===== config.mk =====
export PLATFORM = sky130hd
export DESIGN_NAME = enc_sym_scheduler
export DESIGN_NICKNAME = d
export VERILOG_FILES = /design/src/rtl/enc_pkg.sv /design/src/rtl/enc_sym_arb.sv /design/src/rtl/enc_sym_scheduler.sv
export SDC_FILE = /design/constraint.sdc
export NUM_CORES = 1
export LEC_CHECK = 0
export BUFFER_PORTS_ARGS = -buffer_cell sky130_fd_sc_hd__clkbuf_2
export CAP_MARGIN = 20
export CORE_MARGIN = 2
export CORE_UTILIZATION = 52
export DETAILED_ROUTE_END_ITERATION = 10
export MAX_ROUTING_LAYER = met4
export PLACE_DENSITY = 0.93
export SLEW_MARGIN = 20
export SYNTH_ARGS = -nofsm -noshare
export SYNTH_HDL_FRONTEND = slang
export SYNTH_SLANG_ARGS = --single-unit

===== constraint.sdc =====
create_clock -name enc_clk -period 3.6 [get_ports enc_clk]
set_input_delay 0.36 -clock enc_clk [delete_from_list [all_inputs] [get_ports enc_clk]]
set_output_delay 0.36 -clock enc_clk [all_outputs]
set_load 0.02 [all_outputs]

===== src/rtl/enc_pkg.sv =====
// rtl/enc_pkg.sv - shared types and constants for the encoder symbol scheduler
package enc_pkg;

    localparam logic [1:0] GEN4     = 2'd0;
    localparam logic [1:0] GEN3     = 2'd1;
    localparam logic [1:0] GEN2     = 2'd2;
    localparam logic [1:0] GEN_RSVD = 2'd3;

    localparam logic [3:0] DEF_TL_DSEL   = 4'd8;
    localparam logic [3:0] DEF_IDLE_DSEL = 4'd9;

    typedef enum logic [1:0] {
        ST_IDLE,
        ST_RUN,
        ST_FLUSH
    } state_t;

    // Bytes per symbol; the reserved code never reaches RUN, so its value is unused.
    function automatic logic [4:0] sym_bytes(input logic [1:0] gen);
        case (gen)
            GEN3:    sym_bytes = 5'd16;
            GEN2:    sym_bytes = 5'd8;
            default: sym_bytes = 5'd1;
        endcase
    endfunction

endpackage


===== src/rtl/enc_sym_arb.sv =====
// rtl/enc_sym_arb.sv - OS/TL grant decision with OS run-length fairness counter
module enc_sym_arb
    import enc_pkg::*;
#(
    parameter int MAX_OS_RUN = 4
) (
    input  logic clk,
    input  logic rst,
    input  logic os_avail,
    input  logic tl_avail,
    input  logic take,
    output logic grant_valid,
    output logic grant_tl
);

    localparam logic [3:0] MAX_RUN = 4'(MAX_OS_RUN);

    logic [3:0] os_run;

    // OS wins ties until it has had MAX_RUN symbols in a row.
    always_comb begin
        grant_valid = os_avail | tl_avail;
        grant_tl    = tl_avail & (~os_avail | (os_run == MAX_RUN));
    end

    always_ff @(posedge clk) begin
        if (!rst) begin
            os_run <= 4'd0;
        end else if (take) begin
            if (grant_tl) begin
                os_run <= 4'd0;
            end else if (os_run != MAX_RUN) begin
                os_run <= os_run + 4'd1;
            end
        end
    end

endmodule


===== src/rtl/enc_sym_scheduler.sv =====
// rtl/enc_sym_scheduler.sv - arbitrates OS and TL symbol sources onto the two-lane encoder
module enc_sym_scheduler
    import enc_pkg::*;
#(
    parameter int         MAX_OS_RUN = 4,
    parameter logic [3:0] TL_DSEL    = DEF_TL_DSEL,
    parameter logic [3:0] IDLE_DSEL  = DEF_IDLE_DSEL
) (
    input  logic       enc_clk,
    input  logic       rst,
    input  logic       cfg_en,
    input  logic [1:0] gen_speed_cfg,
    input  logic       os_sym_avail,
    input  logic [3:0] os_type,
    input  logic [7:0] os_lane_0,
    input  logic [7:0] os_lane_1,
    output logic       os_rd,
    input  logic       tl_sym_avail,
    input  logic [7:0] tl_lane_0,
    input  logic [7:0] tl_lane_1,
    output logic       tl_rd,
    output logic [7:0] lane_0_tx,
    output logic [7:0] lane_1_tx,
    output logic [3:0] d_sel,
    output logic [1:0] gen_speed,
    output logic       enable,
    output logic       sym_start,
    output logic       busy
);

    state_t     state;
    logic [3:0] byte_cnt;
    logic       cur_tl;

    logic       idle;
    logic       last;
    logic       grant_now;
    logic       pop;
    logic       pop_tl;
    logic       grant_valid;
    logic       grant_tl;
    logic [1:0] cur_gen;
    logic [3:0] cnt_now;

    enc_sym_arb #(
        .MAX_OS_RUN(MAX_OS_RUN)
    ) u_arb (
        .clk        (enc_clk),
        .rst        (rst),
        .os_avail   (os_sym_avail),
        .tl_avail   (tl_sym_avail),
        .take       (grant_now),
        .grant_valid(grant_valid),
        .grant_tl   (grant_tl)
    );

    // A grant always coincides with popping byte 0, whether from IDLE or from
    // the cycle after a boundary; an IDLE grant sizes its symbol from the cfg
    // value being latched in that same cycle.
    always_comb begin
        idle      = (state == ST_IDLE);
        cur_gen   = idle ? gen_speed_cfg : gen_speed;
        cnt_now   = idle ? 4'd0 : byte_cnt;
        last      = ({1'b0, cnt_now} == (sym_bytes(cur_gen) - 5'd1));
        grant_now = rst && grant_valid &&
                    ((idle && cfg_en && (gen_speed_cfg != GEN_RSVD)) ||
                     ((state == ST_RUN) && (byte_cnt == 4'd0)));
        pop       = grant_now || (rst && (state == ST_RUN) && (byte_cnt != 4'd0));
        pop_tl    = grant_now ? grant_tl : cur_tl;
        os_rd     = pop && !pop_tl;
        tl_rd     = pop && pop_tl;
    end

    assign busy = (state != ST_IDLE);

    always_ff @(posedge enc_clk) begin
        if (!rst) begin
            state     <= ST_IDLE;
            byte_cnt  <= 4'd0;
            cur_tl    <= 1'b0;
            lane_0_tx <= 8'd0;
            lane_1_tx <= 8'd0;
            d_sel     <= IDLE_DSEL;
            gen_speed <= GEN4;
            enable    <= 1'b0;
            sym_start <= 1'b0;
        end else if (pop) begin
            lane_0_tx <= pop_tl ? tl_lane_0 : os_lane_0;
            lane_1_tx <= pop_tl ? tl_lane_1 : os_lane_1;
            enable    <= 1'b1;
            sym_start <= (cnt_now == 4'd0);
            if (grant_now) begin
                d_sel  <= grant_tl ? TL_DSEL : os_type;
                cur_tl <= grant_tl;
            end
            if (idle) begin
                gen_speed <= gen_speed_cfg;
            end
            byte_cnt <= last ? 4'd0 : cnt_now + 4'd1;
            state    <= (last && !(cfg_en && grant_valid)) ? ST_FLUSH : ST_RUN;
        end else if (idle) begin
            lane_0_tx <= 8'd0;
            lane_1_tx <= 8'd0;
            enable    <= 1'b0;
            sym_start <= 1'b0;
            d_sel     <= IDLE_DSEL;
            gen_speed <= gen_speed_cfg;
            byte_cnt  <= 4'd0;
        end else begin
            // FLUSH, or a re-grant whose sources vanished: drain the encoder once.
            lane_0_tx <= 8'd0;
            lane_1_tx <= 8'd0;
            enable    <= 1'b1;
            sym_start <= 1'b0;
            byte_cnt  <= 4'd0;
            state     <= ST_IDLE;
        end
    end

endmodule


-- After elaboration in Yosys (flattened, before gate mapping)
Cells that the tools add are included.
- bits in registers: 35
- bits of input ports: 43
- output and inout port bits: 27
- word-level logic and storage cells: 71
- add/subtract/negate cells: 3
- equal/unequal tests: 9
- muxes and demuxes: 17
- bitwise operators: 6
- reduce and logical (&&, ||, !) cells: 26
- operators by type and width (kind ; count):
    $mux 4 ; 7
    $mux 8 ; 2
    $logic_and 1x1->1 ; 11
    $pmux 5 s2 ; 1
    $add 4x1->4 const B ; 2
    $logic_not 4->1 ; 2
    $mux 2 ; 4
    $reduce_and 2->1 ; 3
    $reduce_bool 2->1 ; 3
    $eq 4x5->1 ; 1
    $sub 5x1->5 const B ; 1
    $eq 2x1->1 const B ; 2
    $eq 4x3->1 const B ; 1
    $ne 2x2->1 const B ; 2
    $ne 4x3->1 const B ; 1
    $reduce_bool 4->1 ; 1
    $mux 1 ; 3
    $not 1->1 ; 3
    $reduce_or 3->1 ; 1
    $eq 2x2->1 const B ; 1
    $logic_not 1->1 ; 2
    $logic_not 2->1 ; 1
    $logic_or 1x1->1 ; 2
    $ne 2x1->1 const B ; 1
    other kinds (2) ; 3

-- Logic depth before layout (Yosys ltp)
- word-level depth: 9
- gate-level depth with buffers: 9
- mapped depth without buffers: 9

-- Hierarchy
Synthesis repeated with hierarchy kept, for this count alone.
- cell total of the unflattened synthesis: 242
- area, all modules: 1998.2 um^2
- modules (own cells, without submodules) (module ; instances ; cells each ; area each (um^2) ; sequential area each (um^2)):
    enc_sym_scheduler ; 1 ; 211 ; 1739.2 ; 620.6
    enc_sym_arb ; 1 ; 31 ; 259.0 ; 80.1

-- Least setup slack after synthesis
Ideal clock, no wire load.
- path kind: reg-to-reg
- start point: register state[0]
- end point: register byte_cnt[3]
- setup time: 129 ps
- arrival time: 2095 ps
- data required time: 3471 ps
- path slack: 1376 ps
- stages on the path, launching flop included: 10
- path buffers: 0
- clock period less this slack: 2224 ps
- path through: dfxtp_1 -> nor2_2 -> inv_2 -> mux2i_1 -> inv_1 -> ha_1 -> or3_1 -> a2bb2oi_1 -> or2_1 -> nor3_2
- elaborated cells on any way between the ends: 20
- those cells by class: add/sub: 2; eq/ne: 4; mux: 3; bitwise: 1; reduce/logical: 10
- RTL lines (item ; line ; source):
    start, declared ; enc_sym_scheduler.sv:31 ; state_t state;
    start signal, assigned ; enc_sym_scheduler.sv:100 ; state <= (last && !(cfg_en && grant_valid)) ? ST_FLUSH : ST_RUN;
    $logic_not 2->1 (*) ; enc_sym_scheduler.sv:61 ; idle = (state == ST_IDLE);
    $mux 2 (*) ; n/a ;
    named net cur_gen[0] ; enc_sym_scheduler.sv:42 ; logic [1:0] cur_gen;
    $eq 2x2->1 / $eq 2x1->1 (equally long branches) ; enc_pkg.sv:20 ; case (gen)
    $pmux 5 s2 (*) ; enc_pkg.sv:20 ;
    $sub 5x1->5 (*) ; enc_sym_scheduler.sv:64 ; last = ({1'b0, cnt_now} == (sym_bytes(cur_gen) - 5'd1));
    $eq 4x5->1 (*) ; enc_sym_scheduler.sv:64 ;
    $reduce_or 3->1 (no line) (*) ; n/a ;
    end signal, assigned ; enc_sym_scheduler.sv:99 ; byte_cnt <= last ? 4'd0 : cnt_now + 4'd1;
    end, declared ; enc_sym_scheduler.sv:32 ; logic [3:0] byte_cnt;
The timed path passes the listed nets; every way through them passes the cells marked *.
A chain may end at the register's enable or synchronous reset.

-- Worst setup path after layout
- start point: register state[1]
- end point: output os_rd
- longest elaborated chain between the ends: 8
- elaborated cells on any way between the ends: 13
- those cells by class: eq/ne: 1; mux: 1; reduce/logical: 11
- ends and longest elaborated chain (item ; line ; source):
    $logic_not 2->1 ; enc_sym_scheduler.sv:61 ;
    $logic_and 1x1->1 (2 in a row) ; enc_sym_scheduler.sv:66 ; ((idle && cfg_en && (gen_speed_cfg != GEN_RSVD)) ||
    $logic_or 1x1->1 ; enc_sym_scheduler.sv:66 ;
    $logic_and 1x1->1 ; enc_sym_scheduler.sv:65 ; grant_now = rst && grant_valid &&
    $mux 1 ; n/a ;
    $logic_not 1->1 ; enc_sym_scheduler.sv:70 ; os_rd = pop && !pop_tl;
    $logic_and 1x1->1 (*) ; enc_sym_scheduler.sv:70 ;
    end, declared ; enc_sym_scheduler.sv:17 ; output logic os_rd,
Every way passes the cells marked *; elsewhere a longest branch is shown, timed or not.

==> qor.log <==
qor: run_status.status finished, final reports clean
qor: synth.synth_seq_cells 35
qor: global_routing.grt_start_max_net_pins 17
qor: synth.postSynthCellCount 206
qor: global_routing.groute.usage.overall 23.9%
qor: layout.final_core_utilization 66.4%
qor: critical_path.cp_max_fo 9
qor: critical_path.worst_path_largest_cell_delay 360 ps
qor: hold_path.min_from os_lane_0[0]
qor: cts.cts-root-to-sink-buffers 2
qor: synth.asyncSetResetFlopFracSynth 0%
qor: cts.holdBufCountCts 0
qor: synth.synth_area_per_cell 8.76 µm²
qor: run.max_cap_violations 0
qor: critical_path.critPathRequiredTime 3240 ps
qor: critical_path.path_cells nor2_2 > a32o_4 > o21ai_1 > a22oi_1 > nor2b_1 > clkbuf_2
qor: global_routing.number_of_antenna_violations_at_the_first_check_in_global_routing 0
qor: drt.via_per_inst 5.55
qor: sta.final.min_clock_period 2640 ps
qor: sta.maxSlewViolCount 0
qor: synth.total_standard_cell_area_after_synthesis 0.00180 mm²
qor: sta.setup_viol_count_final 0
qor: layout.nNetsFinal 324
qor: cts.clkLatencyLatePin 350 ps
qor: sta.timing.setup.tns 0 ps
qor: global_routing.grt_first_pass_wirelength 7450 µm
qor: critical_path.startpoint_type flop
qor: floorplanning.core 0.00334 mm²
qor: place.place_area 0.00216 mm²
qor: floorplanning.start_util 54.1%
qor: global_routing.grt-ovfl-total 0
qor: floorplanning.fp-row-count 21
qor: synth.ys_warn_count 0
qor: synth.synth-edff-count 0
qor: critical_path.crit_path_end_kind output pin
qor: layout.register_area 701 µm²
qor: power_and_ir_drop.max-vdd-ir-drop 0.000179 V
qor: global_routing.vias_in_the_first_global_route 1727
qor: critical_path.worstPathArrival 2280 ps
qor: synth.net_count_after_synthesis 255
qor: floorplanning.die_w 62.9 µm
qor: drt.avgRoutedWirePerCell 13.6 µm
qor: power_and_ir_drop.p_leak 1.04 nW
qor: drt.drt_iter0_drc 120
qor: sta.fin_skew 6.29 ps
qor: drt.drt_total_wl 4380 µm
qor: drt.num_vias 1787
qor: synth.yosys-top-cells-count 35 x sky130_fd_sc_hd__dfxtp_1, 27 x sky130_fd_sc_hd__nand2_1, 17 x sky130_fd_sc_hd__a22oi_1
qor: place.place_inst 314
qor: cts.cts_tree done
qor: cts.worst_setup_hold_path_clk_slew 110 ps
qor: cts.cts.sinks 35
qor: sta.max_clock_freq 379 MHz
qor: cts.postCtsResizedCells 0
qor: layout.post_layout_nonfiller_instances 322
qor: critical_path.worstReg2RegStart state[1]$_SDFFE_PN0P_
qor: layout.fillers 295
qor: sta.fin_worst_hold_slack 244 ps
qor: drt.dr.pass1.iters 4
qor: power_and_ir_drop.p_per_area 394 mW/mm²
qor: place.port_buffers 69
qor: critical_path.worst-path-buf-inv 1
qor: synth.synth.largest_area_cell sky130_fd_sc_hd__dfxtp_1
qor: drt.drt_drc_violations_left 0
qor: critical_path.cp_max_stage_cell sky130_fd_sc_hd__dfxtp_1
qor: cts.cts_setup_buffers 0
qor: layout.layout-area-overhead-vs-synth 22.8%
qor: critical_path.crit_family compound AO/OA/AOI/OAI gates
qor: drt.postRouteAntennaNets 0
qor: sta.fin_crit_sh 73.2%
qor: cts.root_driver sky130_fd_sc_hd__clkbuf_4
qor: layout.layout-drive-gt1-share 35.1%
qor: floorplanning.die_h 62.9 µm
qor: hold_path.min_path_type input pin to flop
qor: synth.netlist_top_cells_area sky130_fd_sc_hd__dfxtp_1 39%, sky130_fd_sc_hd__a22oi_1 7.1%, sky130_fd_sc_hd__nand2_1 5.6%
qor: sta.grt_setup_unrepaired no
qor: layout.final_design_instance_area_without_fill 0.00222 mm²
qor: floorplanning.fp.dieArea 0.00396 mm²
qor: sta.worst_pin_slew 865 ps
qor: synth.post-synth-top-count-cell sky130_fd_sc_hd__dfxtp_1
qor: critical_path.worst_setup_path_startpoint state[1]$_SDFFE_PN0P_
qor: cts.cts-htree-levels 2
qor: synth.yosysSeqAreaShare 38.8%
qor: floorplanning.io_pins 70
qor: layout.multi_input_comb_area 0.00101 mm²
qor: sta.timing.slew.headroom 42.3%
qor: cts.tritoncts.num_buffers 5
qor: synth.ys_types 50
qor: critical_path.timing.setup.critical_path_class flop to output pin
qor: synth.ys.flop_type sky130_fd_sc_hd__dfxtp_1
qor: place.final_hpwl_from_detailed_placement 3310 µm
qor: sta.finalHoldViolations 0
qor: layout.num_antenna_cells 0
qor: place.gpl.final_weighted_congestion 0.841
qor: synth.post-synth-top-area-fraction 38.8%
[power breakdown]
group          leakage (nW)  internal (mW)  switching, mW
registers             0.286          0.415         0.0146
clock network        0.0272         0.0744          0.137
logic                 0.728         0.0875          0.143
total                  1.04          0.577          0.295
[metrics by stage]
step                      worst slack (ps)  total power, mW
after CTS                              991            0.876
after global placement                1280            0.660
final                                  963            0.872
after global routing                   839            0.924
after floorplan                       1380            0.591
after detailed placement              1160            0.668
[per-layer routing]
metal  track usage (%)  share of wire (%)  vias up
met5                 -                  0        -
met4              13.1                2.4        0
met3              3.96                4.1       12
met2              38.7                 49       64
met1              28.3                 44      824
li1                  -                  -      887
[worst reg2reg max path: stages (launching register included)]
cell	delay, ps
sky130_fd_sc_hd__dfxtp_1	360
sky130_fd_sc_hd__nor2_2	330
sky130_fd_sc_hd__inv_2	160
sky130_fd_sc_hd__mux2i_1	300
sky130_fd_sc_hd__inv_1	80
sky130_fd_sc_hd__ha_1	290
sky130_fd_sc_hd__or3_1	370
sky130_fd_sc_hd__a2bb2oi_1	210
sky130_fd_sc_hd__or2_1	210
sky130_fd_sc_hd__nor3_2	60
[cell type report]
class                      instances  area share, %
inverter                           9           1.52
clock inverter                     3          0.903
multi-input combinational        153           45.4
clock buffer                       5           1.69
sequential                        35           31.6
timing repair buffer              71           16.3
tap                               46           2.60
[cells in the final DEF (no fill, tap or decap), types with 2 or more instances in the layout]
cell,instances
sky130_fd_sc_hd__and3b_1,2
sky130_fd_sc_hd__a21oi_1,6
sky130_fd_sc_hd__inv_1,8
sky130_fd_sc_hd__nand2_2,10
sky130_fd_sc_hd__clkbuf_2,69
sky130_fd_sc_hd__o21a_1,3
sky130_fd_sc_hd__buf_4,2
sky130_fd_sc_hd__clkbuf_4,5
sky130_fd_sc_hd__dfxtp_1,35
sky130_fd_sc_hd__o211ai_1,2
sky130_fd_sc_hd__nand2_1,27
sky130_fd_sc_hd__a22oi_1,17
sky130_fd_sc_hd__nor2b_1,4
sky130_fd_sc_hd__clkinvlp_4,2
sky130_fd_sc_hd__o21ai_0,9
sky130_fd_sc_hd__nor3_1,4
sky130_fd_sc_hd__nor2_1,10
sky130_fd_sc_hd__a21boi_0,3
sky130_fd_sc_hd__nor3b_1,3
sky130_fd_sc_hd__xor2_1,2
sky130_fd_sc_hd__a31oi_1,16
sky130_fd_sc_hd__ha_1,6
sky130_fd_sc_hd__and3_1,4
sky130_fd_sc_hd__mux2i_1,2
[state kept, by name (all words and copies together) (netlist names)]
name	flops
lane_1_tx	8
gen_speed	2
enable	1
byte_cnt	4
lane_0_tx	8
cur_tl	1
d_sel	4
u_arb.os_run	4
sym_start	1
state	2
[path summary, 6_finish.rpt]
kind                                                     end  slack [ps]  depth (start not counted)
worst max-delay path                                   os_rd         960                          6
worst min-delay path                 lane_0_tx[0]$_SDFF_PN0_         240                          3
worst min register to register  u_arb.os_run[1]$_SDFFE_PN0P_         550                          2
worst max register to register        byte_cnt[3]$_SDFF_PP0_        1100                          9
[cells by family after synthesis]
group	count (synthesis)	synth area share (%)
and+or+nand+nor	77	23.1
muxes	4	3.19
adders and majority gates	6	4.16
DFF	35	38.8
buffers and inverters	18	5.41
AOI/OAI and AO/OA	64	24.3
xor gates and xnor gates	2	0.971
No activity file was read; power rests on OpenSTA's default activity.
